## config.mk

```make
export PLATFORM = sky130hd
export DESIGN_NAME = sar_adc_conv_scheduler
export DESIGN_NICKNAME = d
export VERILOG_FILES = /design/src/rtl/sar_ctrl_pkg.sv /design/src/rtl/sar_rr_arbiter.sv /design/src/rtl/sar_adc_conv_scheduler.sv
export SDC_FILE = /design/constraint.sdc
export NUM_CORES = 1
export LEC_CHECK = 0
export ABC_AREA = 0
export ABC_CLOCK_PERIOD_IN_PS = 2200
export CAP_MARGIN = 20
export CORE_MARGIN = 3
export CORE_UTILIZATION = 31
export CTS_CLUSTER_DIAMETER = 150
export DETAILED_ROUTE_END_ITERATION = 7
export DONT_BUFFER_PORTS = 1
export SLEW_MARGIN = 20
export SYNTH_ARGS = -nofsm -noshare
export SYNTH_HDL_FRONTEND = slang
export SYNTH_SLANG_ARGS = --single-unit
```

## constraint.sdc

```tcl
create_clock -name clk -period 2.2 [get_ports clk]
set_input_delay 0.33 -clock clk [delete_from_list [all_inputs] [get_ports clk]]
set_output_delay 0.33 -clock clk [all_outputs]
set_load 0.1 [all_outputs]
```

## src/rtl/sar_ctrl_pkg.sv

```systemverilog
// Shared definitions for the SAR ADC conversion scheduler.
//   - sar_state_e   : scheduler states (IDLE, SETTLE, CONVERT, DONE)
//   - *_DEFAULT     : default channel count and result width
//   - ch_idx_w()    : width of a channel index for a given channel count
package sar_ctrl_pkg;

  localparam int N_BITS_DEFAULT = 10;
  localparam int N_CH_DEFAULT   = 4;

  typedef enum logic [1:0] {
    IDLE    = 2'd0,
    SETTLE  = 2'd1,
    CONVERT = 2'd2,
    DONE    = 2'd3
  } sar_state_e;

  // Never returns 0, so a channel index always has at least one bit.
  function automatic int ch_idx_w(input int n_ch);
    return (n_ch > 1) ? $clog2(n_ch) : 1;
  endfunction

endpackage

```

## src/rtl/sar_rr_arbiter.sv

```systemverilog
// Round-robin request picker (purely combinational).
//   req     : level request per channel
//   rr_ptr  : channel with highest priority this round
//   any_req : at least one request pending
//   idx     : first requesting channel scanning upward from rr_ptr with wrap
module sar_rr_arbiter
  import sar_ctrl_pkg::*;
#(
  parameter  int N_CH = N_CH_DEFAULT,
  localparam int CH_W = ch_idx_w(N_CH)
) (
  input  logic [N_CH-1:0] req,
  input  logic [CH_W-1:0] rr_ptr,
  output logic            any_req,
  output logic [CH_W-1:0] idx
);

  logic [CH_W:0] pos;
  logic          found;

  // NOTE: every variable gets a value before the loop so no path leaves
  // it unassigned; otherwise synthesis would infer a latch.
  always_comb begin
    idx   = '0;
    found = 1'b0;
    pos   = '0;
    for (int i = 0; i < N_CH; i++) begin
      // rr_ptr + i is below 2*N_CH, so one conditional subtract wraps it.
      pos = {1'b0, rr_ptr} + (CH_W+1)'(i);
      if (pos >= (CH_W+1)'(N_CH)) pos = pos - (CH_W+1)'(N_CH);
      if (!found && req[pos[CH_W-1:0]]) begin
        idx   = pos[CH_W-1:0];
        found = 1'b1;
      end
    end
  end

  assign any_req = |req;

endmodule

```

## src/rtl/sar_adc_conv_scheduler.sv

```systemverilog
// Shares one SAR ADC core between N_CH requesting channels.
// Arbitrates round-robin, drives the analog mux select, waits SETTLE_CYCLES,
// holds the sample while the ADC converts, captures the result on eoc (or
// returns 0 with timeout_err after TIMEOUT_CYCLES) and tags it with the channel.
//   clk, reset          : system clock, synchronous active-high reset
//   req                 : level request per channel
//   grant               : one-hot pulse for the served channel (DONE cycle)
//   ch_sel              : analog mux select
//   adc_hold            : sample hold to the ADC, high for all of CONVERT
//   adc_eoc, adc_result : ADC end-of-conversion and result
//   result_data/ch      : last result and its channel, held until next DONE
//   result_valid        : one-cycle pulse when result_data/result_ch update
//   timeout_err         : pulse alongside result_valid for a timed-out conversion
//   busy                : high whenever the scheduler is not IDLE
module sar_adc_conv_scheduler
  import sar_ctrl_pkg::*;
#(
  parameter  int N_CH           = N_CH_DEFAULT,
  parameter  int N_BITS         = N_BITS_DEFAULT,
  parameter  int SETTLE_CYCLES  = 2,
  parameter  int TIMEOUT_CYCLES = 64,
  localparam int CH_W           = ch_idx_w(N_CH)
) (
  input  logic              clk,
  input  logic              reset,
  input  logic [N_CH-1:0]   req,
  output logic [N_CH-1:0]   grant,
  output logic [CH_W-1:0]   ch_sel,
  output logic              adc_hold,
  input  logic              adc_eoc,
  input  logic [N_BITS-1:0] adc_result,
  output logic [N_BITS-1:0] result_data,
  output logic [CH_W-1:0]   result_ch,
  output logic              result_valid,
  output logic              timeout_err,
  output logic              busy
);

  // One counter serves both SETTLE and CONVERT; it is cleared on every entry.
  localparam int CNT_MAX = (TIMEOUT_CYCLES > SETTLE_CYCLES) ? TIMEOUT_CYCLES : SETTLE_CYCLES;
  localparam int CNT_W   = $clog2(CNT_MAX);
  localparam logic [CNT_W-1:0] SETTLE_LAST = CNT_W'((SETTLE_CYCLES > 0) ? SETTLE_CYCLES - 1 : 0);
  localparam logic [CNT_W-1:0] TO_LAST     = CNT_W'(TIMEOUT_CYCLES - 1);
  localparam logic [N_CH-1:0]  ONE_HOT0    = N_CH'(1);

  sar_state_e       state;
  logic [CNT_W-1:0] cnt;
  logic [CH_W-1:0]  rr_ptr;
  logic             any_req;
  logic [CH_W-1:0]  arb_idx;

  sar_rr_arbiter #(.N_CH(N_CH)) u_arb (
    .req     (req),
    .rr_ptr  (rr_ptr),
    .any_req (any_req),
    .idx     (arb_idx)
  );

  // NOTE: state and outputs are registers, so they take non-blocking
  // assignments; every read in this block sees pre-edge values.
  always_ff @(posedge clk) begin
    if (reset) begin
      state        <= IDLE;
      cnt          <= '0;
      rr_ptr       <= '0;
      grant        <= '0;
      ch_sel       <= '0;
      adc_hold     <= 1'b0;
      result_data  <= '0;
      result_ch    <= '0;
      result_valid <= 1'b0;
      timeout_err  <= 1'b0;
      busy         <= 1'b0;
    end else begin
      grant        <= '0;
      result_valid <= 1'b0;
      timeout_err  <= 1'b0;

      case (state)
        IDLE: begin
          if (any_req) begin
            ch_sel <= arb_idx;
            cnt    <= '0;
            busy   <= 1'b1;
            if (SETTLE_CYCLES == 0) begin
              state    <= CONVERT;
              adc_hold <= 1'b1;
            end else begin
              state <= SETTLE;
            end
          end
        end

        SETTLE: begin
          if (cnt == SETTLE_LAST) begin
            state    <= CONVERT;
            cnt      <= '0;
            adc_hold <= 1'b1;
          end else begin
            cnt <= cnt + CNT_W'(1);
          end
        end

        CONVERT: begin
          // eoc is tested first, so eoc on the final timeout cycle is a
          // normal completion.
          if (adc_eoc || cnt == TO_LAST) begin
            state        <= DONE;
            cnt          <= '0;
            adc_hold     <= 1'b0;
            result_valid <= 1'b1;
            result_ch    <= ch_sel;
            grant        <= ONE_HOT0 << ch_sel;
            timeout_err  <= ~adc_eoc;
            result_data  <= adc_eoc ? adc_result : '0;
          end else begin
            cnt <= cnt + CNT_W'(1);
          end
        end

        DONE: begin
          // Going back through IDLE keeps hold low for at least one cycle
          // between conversions.
          state  <= IDLE;
          busy   <= 1'b0;
          rr_ptr <= (ch_sel == CH_W'(N_CH - 1)) ? '0 : ch_sel + CH_W'(1);
        end

        default: state <= IDLE;
      endcase
    end
  end

endmodule
```

# Yosys cells after proc, flatten, opt, wreduce, memory -nomap -nowiden

Index checks and enable logic that the tools add are counted.

Bits of input ports: 17
Bits in registers: 32

$add $sub $neg: 9
Eq/ne operators: 9
Multiplexer cells: 35
Reduce and logical (&&, ||, !) cells: 20
Shift operators: 1
Order comparisons: 8
Bitwise operators: 3

Operators by type and width:

| kind                                                                                 | count |
|---|---|
| 2-bit 2-to-1 mux                                                                     | 12 |
| 6-bit 2-to-1 mux                                                                     | 3 |
| 6-bit case mux with 3 select lines                                                   | 1 |
| 2-bit by 3-bit < comparator with 1-bit output (second input constant)                | 4 |
| 1-bit 2-to-1 mux                                                                     | 11 |
| 10-bit 2-to-1 mux                                                                    | 1 |
| 3-bit greater-or-equal comparator (second input constant)                            | 3 |
| 1-bit binary-select mux with 2-bit select                                            | 4 |
| 2-bit case mux with 4 select lines                                                   | 1 |
| 2-bit AND reduction                                                                  | 4 |
| 2-bit by 1-bit subtractor with 2-bit output (second input constant)                  | 4 |
| 2-bit by 2-bit adder with 3-bit output (second input constant)                       | 2 |
| 6-bit by 1-bit adder with 6-bit output (second input constant)                       | 1 |
| 2-bit == test (second input constant)                                                | 3 |
| 6-bit by 1-bit == test with 1-bit output (second input constant)                     | 1 |
| 6-bit == test (second input constant)                                                | 1 |
| 2-bit inequality test (second input constant)                                        | 3 |
| 3-bit AND reduction                                                                  | 2 |
| 1-bit case mux with 2 select lines                                                   | 2 |
| 2-bit nonzero test                                                                   | 2 |
| 4-bit OR reduction                                                                   | 1 |
| 1-bit by 2-bit << shifter with 4-bit output (first input constant)                   | 1 |
| 2-bit by 1-bit adder with 3-bit output (second input constant)                       | 1 |
| 2-bit by 3-bit greater-or-equal comparator with 1-bit output (second input constant) | 1 |
| other kinds (10)                                                                     | 16 |

# Longest topological paths before layout

Gate-level depths: netlist of the first run.

Depth after elaboration: 14
Depth in mapped cells: 7

# By module

A second synthesis of the first run with hierarchy kept.

Cells, all modules: 165
Area, all modules: 1,438.9 µm²

Modules (own cells, without submodules):

| module                 | area an instance (µm²) | times used | sequential area each (µm²) | cells an instance |
|---|---|---|---|---|
| sar_adc_conv_scheduler | 1,361.3                | 1          | 640.6                      | 150 |
| sar_rr_arbiter         | 77.6                   | 1          | 0.0                        | 15 |

# Worst setup path after synthesis of the first run

Ideal clock, no wire load.

Kind: register to register
Start: register ch_sel[0]
End: register rr_ptr[1]
Period minus slack after synthesis: 1.695 ns
Buffers on the path: 0
Data required time: 2.072 ns
Arrival time: 1.567 ns
Setup time: 0.128 ns
Path slack: 0.505 ns
Stages on the path, launching flop included: 4
Cell sequence: dfxtp_1 ha_1 mux2i_1 nor2_1

Cells in the longest elaborated chain, start to end: 2
Elaborated cells between the ends (all ways): 3
Those cells by class: add/sub (1); eq/ne (1); mux (1)

Ends and longest elaborated chain:

| element                                                                        | RTL line                      | text |
|---|---|---|
| start: declaration                                                             | sar_adc_conv_scheduler.sv:28  | `output logic [CH_W-1:0] ch_sel,` |
| start signal: assignment                                                       | sar_adc_conv_scheduler.sv:82  | `ch_sel <= arb_idx;` |
| 2-bit by 1-bit adder with 2-bit output / 2-bit == test (equally long branches) | sar_adc_conv_scheduler.sv:126 | `rr_ptr <= (ch_sel == CH_W'(N_CH - 1)) ? '0 : ch_sel + CH_W'(1);` |
| 2-bit 2-to-1 mux *                                                             | sar_adc_conv_scheduler.sv:126 |  |
| end signal: assignment                                                         | sar_adc_conv_scheduler.sv:126 |  |
| end: declaration                                                               | sar_adc_conv_scheduler.sv:48  | `logic [CH_W-1:0] rr_ptr;` |

Mark *: on every way between the ends. The rest lies on a longest branch, timed or not.
A chain may end at the register's enable or synchronous reset.

# Worst setup path in the final report of the first run

Start: register state[0]
End: register cnt[0]

Cells in the longest elaborated chain, start to end: 3
Elaborated cells between the ends (all ways): 7
Those cells by class: eq/ne (3); mux (1); reduce/logical (3)

Ends and longest elaborated chain:

| element                                                                             | RTL line                      | text |
|---|---|---|
| start: declaration                                                                  | sar_adc_conv_scheduler.sv:46  | `sar_state_e state;` |
| start signal: assignment                                                            | sar_adc_conv_scheduler.sv:63  | `state <= IDLE;` |
| start signal: assignment                                                            | sar_adc_conv_scheduler.sv:86  | `state <= CONVERT;` |
| start signal: assignment                                                            | sar_adc_conv_scheduler.sv:89  | `state <= SETTLE;` |
| 2-bit == test, or another cell as far along                                         | sar_adc_conv_scheduler.sv:79  | `case (state)` |
| 3-bit nonzero test (no source line) / 2-bit inequality test (equally long branches) | -                             |  |
| 2-bit AND reduction (no source line)                                                | -                             |  |
| end signal: assignment                                                              | sar_adc_conv_scheduler.sv:100 | `cnt <= cnt + CNT_W'(1);` |
| end signal: assignment                                                              | sar_adc_conv_scheduler.sv:117 | `cnt <= cnt + CNT_W'(1);` |
| end: declaration                                                                    | sar_adc_conv_scheduler.sv:47  | `logic [CNT_W-1:0] cnt;` |

Parallel ways exist; a longest one is shown, timed or not.

==> reports/results.ini, run 1 <==
[outcome]
status=completed

[synthesis]
synth_seq_cells=32
ys.flop_type=dfxtp_1
syn_avg_cell_area_um2=10.0
synth.yosys.warnings=0
syn-instance-count=141
netlist_area_um2=1420
async_flop_share_pct=0
synth_edf_count=0
ys_seq_area_share_pct=45.2
syn_nets=165
synthDistinctLibCells=40

[grt]
grt_max_degree=16
grt_overflow_total=0
grt_pass1_vias=1156
use_met1_pct=14.2
grtUsageTotal_pct=12.4
grtUsageMet3_pct=4.24
grt_pass1_wl_mm=5.18
top_usage_layer=met2
met2_usage_pct=20.9
antenna_found_initial=0

[pwr]
ir_drop_v=0.000638
pwr_density_cell_nw_per_um2=1150
p_leak_nw=0.693

[placement]
portBuffers=0
place_ws_ps=431
hpwl_mm=2.46
gp_congestion=0.822

[final_layout]
multiInputGateArea_um2=723
fillCellCount=421
syn2layout_area_growth_pct=22.6
drive_gt1_share_pct=22.0
final_nets=191
final_common_cell=dfxtp_1
regArea_um2=641
diodes=0
final_cell_mix=32 x dfxtp_1, 23 x buf_4, 12 x a22o_1, 9 x a21oi_1

[timing]
min_period_over_period_pct=81.7
setup_tns_ps=0
fin_crit_ps=1800
worst_hold_slack_ps=115
drv_slew=0
worst_pin_slew_ps=486
setup_viol=0
fin_ws_ps=402
max_freq_mhz=556
final-hold-violation-count=0
finClkSkew_ps=3.78
relSlewSlack_pct=67.4
rsz0062_at_grt=false

[hold_path]
min_path_cells=1
worstHoldEndpoint=busy
worstHoldStart=reset
hp-class=input pin to register

[critical_path]
cp.arrival_ps=1990
critPathMaxStageDelay_ps=380
regToRegEndpoint=cnt[0]
start_kind=register
crit_type=register to register
worstPathMaxFanout=11
path_cells=inv_1 -> ha_1 -> nor2_1 -> a21oi_2 -> xnor2_1 -> a211oi_1
cp.required_ps=2390
end_kind=register
r2r_cells=6
r2r_setup_slack_ps=400
r2r_start=state[0]
cpMaxStageDelayCell=dfxtp_1
crit_start=state[0]

[floorplanning]
rows=23
die_w_um=73.6
die_h_um=73.6
initial_core_util_pct=33.7
die_area_um2=5420
core_area_um2=4200
io_pins=39

[cts]
clock_path_buffers=2
cts_buffers=5
h-tree-depth=2
insertion_delay_ps=280
clock_sinks=32
postCtsSetupRepairBufs=0
cts_hold_buf=0
cts_tree=done
postCtsResizedCells=0
clkTransAtPathRegs_ps=60
clock-root-buffer=clkbuf_8

[flow_run]
cap_violations=0

[drt]
ant_nets=0
vias=1140
firstDrtPassIters=4
routed_wl_mm=3.18
via_per_inst=5.23
post_drt_wl_per_cell_um=14.6
drt_iter0_drc=53
route.detailed.drc=0

==> Yosys cell counts (2+ instances only) <==
| library cell | n | area share (%) |
|---|---|---|
| dfxtp_1 | 32 | 45 |
| a22o_1 | 12 | 7.4 |
| a21oi_1 | 9 | 3.2 |
| inv_1 | 8 | 2.1 |
| nand2_1 | 8 | 2.1 |
| a211oi_1 | 7 | 3.7 |
| ha_1 | 7 | 6.2 |
| nor2_1 | 7 | 1.9 |
| mux2i_1 | 4 | 2.8 |
| xnor2_1 | 4 | 2.5 |
| nand3_1 | 3 | 1.1 |
| a31oi_1 | 2 | 0.88 |
| and3_1 | 2 | 0.88 |
| buf_4 | 2 | 1.1 |
| nand2b_1 | 2 | 0.88 |
| nor3_1 | 2 | 0.71 |
| nor3b_1 | 2 | 1.1 |
| o211ai_1 | 2 | 1.1 |
| o21a_1 | 2 | 1.1 |
| o21ai_0 | 2 | 0.71 |
| o221ai_1 | 2 | 1.2 |
| or4_1 | 2 | 1.1 |
==> layer usage <==
layer	wire, um	vias up
li1	-	575
met1	1360	536
met2	1620	24
met3	160	5
met4	39	0
met5	0	-
==> critical path: cells and delay by family, from the launching register on <==
kind            cells  cell delay [ps]
simple gates        1              360
flops               1              380
buf+inv             1               80
fa+ha+maj           1              360
compound gates      2              360
xor+xnor            1              170
==> power by group <==
part	internal [W]	total (W)	switching (W)
clock	0.000336	0.000543	0.000208
sequential	0.000644	0.000684	0.0000400
combinational	0.000198	0.000762	0.000564
total	0.00118	0.00199	0.000812
==> cell families after synthesis <==
logic type	share of synthesized area [%]
multiplexers	2.83
flip-flops	45.2
buffers and inverters	3.71
XOR/XNOR	2.47
adder cells (fa/ha/maj)	6.18
AND/OR/NAND/NOR	15.4
AO/OA/AOI/OAI	24.2
==> metrics by stage <==
step	power, W	cells	utilization [%]	instance area (um2)
floorplan	0.00132	141	-	1420
global placement	0.00144	210	38.8	1630
detailed placement	0.00146	210	38.8	1630
CTS	0.00201	218	41.3	1740
global route	0.00210	218	41.3	1740
finish	0.00199	218	41.3	1740
==> registers in the layout (all words and copies together) (netlist names) <==
register,count
rr_ptr,2
result_ch,2
grant,4
result_valid,1
state,2
timeout_err,1
result_data,10
busy,1
cnt,6
ch_sel,2
adc_hold,1
==> how the worst max path moves through the flow <==
stage	to	slack [ps]	cells past startpoint
floorplan	rr_ptr[1]	510	3
global placement	cnt[4]	540	6
detailed placement	cnt[4]	430	6
CTS	cnt[4]	420	6
global route	cnt[3]	250	6
finish	cnt[0]	400	6
==> final cells by class <==
type                            instances  share of cell area, %
Multi-Input combinational cell         97                   41.6
Inverter                                8                   1.73
Clock inverter                          2                   2.02
Timing Repair Buffer                   23                   9.94
Clock buffer                            6                   4.18
Tap cell                               50                   3.60
Sequential cell                        32                   36.9
Note: power is estimated with default switching activity, not from simulation.
==> inputs of run 2 (changes only) <==
Settings changed: ABC_CLOCK_PERIOD_IN_PS 2200 to 1500.
Clock period 2.2 ns to 1.5 ns, I/O delays scaled along.
==> reports/results.ini, run 2 (synthesis results as in run 1) <==
[timing]
worst_hold_slack_ps=-12.5  ; -127 ps
fin_crit_ps=1510  ; -287 ps
fin_ws_ps=-11.5  ; -413 ps
rsz0062_at_grt=true
min_period_over_period_pct=101  ; +19 points
max_freq_mhz=662  ; +19%
drv_slew=0  ; unchanged
worst_pin_slew_ps=373  ; -113 ps
setup_viol=1  ; +1
setup_tns_ps=-11.5  ; -11.5 ps
finClkSkew_ps=7.72  ; +3.94 ps
relSlewSlack_pct=75.1  ; +7.8 points
final-hold-violation-count=4  ; +4

[grt]
grt_overflow_total=0  ; unchanged
grtUsageTotal_pct=13.8  ; +1.4 points
antenna_found_initial=0  ; unchanged
grt_max_degree=13  ; -3
grt_pass1_wl_mm=5.75  ; +11%
grt_pass1_vias=1208  ; +4.5%

[drt]
route.detailed.drc=0  ; unchanged
ant_nets=0  ; unchanged
firstDrtPassIters=4  ; unchanged
routed_wl_mm=3.68  ; +16%
via_per_inst=5.31  ; +1.5%
drt_iter0_drc=73  ; +38%
vias=1258  ; +10%
post_drt_wl_per_cell_um=15.5  ; +6.5%

[critical_path]
r2r_setup_slack_ps=-10  ; -410 ps
critPathTopFamily=simple AND/OR/NAND/NOR gates
cp.required_ps=1700  ; -690 ps
start_kind=register
path_cells=inv_4 -> ha_4 -> and2_4 -> or4_4 -> o221ai_2
critPathBufInv=1  ; unchanged
cpMaxStageDelayCell=or4_4
cp.arrival_ps=1710  ; -280 ps
critPathMaxStageDelay_ps=480  ; +100 ps
crit_type=register to register
end_kind=register
worstPathMaxFanout=7  ; -4

[flow_run]
cap_violations=0  ; unchanged

[final_layout]
instances_no_fill=237  ; +8.7%
drive_gt1_share_pct=43.3  ; +21 points
diodes=0  ; unchanged
final_common_cell=buf_4
final_cell_mix=38 x buf_4, 26 x dfxtp_1, 12 x a22o_1, 8 x nand2_1, 8 x a21oi_1
largest_reg_flops=10  ; unchanged
final_nets=210  ; +9.9%
finalInstanceArea_um2=2060  ; +19%
postLayoutCoreUtil_pct=49.1  ; +7.8 points
regMostFlops=result_data
top_regs=result_data (10), cnt (6), grant (4)
syn2layout_area_growth_pct=45.8

[floorplanning]
die_w_um=73.6  ; unchanged
die_h_um=73.6  ; unchanged
initial_core_util_pct=33.7  ; unchanged
io_pins=39  ; unchanged
die_area_um2=5420  ; unchanged
rows=23  ; unchanged
core_area_um2=4200  ; unchanged

[cts]
cts_buffers=5  ; unchanged
cts_hold_buf=2  ; +2
clock_path_buffers=2  ; unchanged
clock-root-buffer=clkbuf_8
insertion_delay_ps=280  ; about the same
h-tree-depth=2  ; unchanged
clock_sinks=32  ; unchanged
clkTransAtPathRegs_ps=70  ; about the same
cts_tree=done

[placement]
dpl.cell_count=224  ; +6.7%
gp_congestion=0.768  ; -6.6%
hpwl_mm=2.54  ; +3.6%
placed_area_um2=1760  ; +8.3%
portBuffers=0  ; unchanged

[hold_path]
hp-class=input pin to register

[pwr]
intPower_w=0.00199  ; +69%
comb_power_share_pct=45.2  ; +6.9 points
ir_drop_v=0.000619  ; -3.0%
swShare_pct=41.1  ; +0.26 points
p_sw_w=0.00138  ; +71%
pwr_density_cell_nw_per_um2=1630  ; +43%
p_leak_nw=0.816  ; +18%
seqPwrFrac_pct=30.7  ; -3.7 points
p_clk_share_pct=24.1  ; -3.2 points

[outcome]
status=complete, but fails checks
failed_checks=negative hold slack, negative setup slack

## run 2: cell types whose count changed in the layout (fill, tap and decap cells not counted), moves of 3 or more
| cell | delta |
|---|---|
| buf_4 | +15 |
| a211oi_1 | -7 |
| a211oi_2 | +7 |
| dfxtp_1 | -6 |
| dfxtp_2 | +4 |
| ha_1 | -3 |
## run 2: power groups by stage
stage,combinational [W],clock (W),sequential [W]
after floorplan,0.000514,0,0.00148
after global placement,0.00128,0,0.00104
after detailed placement,0.00129,0,0.00104
after CTS,0.00134,0.000835,0.00102
after global routing,0.00162,0.000884,0.00105
final,0.00152,0.000811,0.00104
## run 2: final cells by class
type                       instances  area (um2)
fill                             380        2140
multi-input combinational         97         868
sequential                        32         653
timing repair buffer              42         337
clock buffer                       5        68.8
tap                               50        62.6
clock inverter                     3        42.5
inverter                           8        32.5
## run 2: layer usage
layer / track usage [%] / vias up / share of wire, % / wire [um]
li1: - / 611 / - / -
met1: 15.5 / 607 / 40 / 1480
met2: 23.3 / 38 / 53 / 1960
met3: 6.57 / 2 / 6.2 / 227
met4: 3.62 / 0 / 0.35 / 13
met5: 0 / - / 0 / 0
## run 2: metrics by stage
stage,power (W),worst slack [ps]
4_1_cts,0.00320,-11.3
3_5_place_dp,0.00234,-59.8
5_1_grt,0.00355,-65.2
2_1_floorplan,0.00200,7.74
3_3_place_gp,0.00231,-77.7
6_report,0.00337,-11.5
## run 2: timing repair
action                                 4_1_cts  5_1_grt
setup buffers                                0        3
setup endpoints to repair                   17       21
endpoints found under the hold margin        5        6
gates resized for setup                      6       25
pin swaps                                    0        7
## run 2: path summary, 6_finish.rpt
check / cells after the start / endpoint / startpoint
max: 5 / cnt[5] / state[1]
min: 1 / cnt[2] / reset
max reg2reg: 5 / cnt[5] / state[1]
min reg2reg: 2 / ch_sel[0] / ch_sel[0]
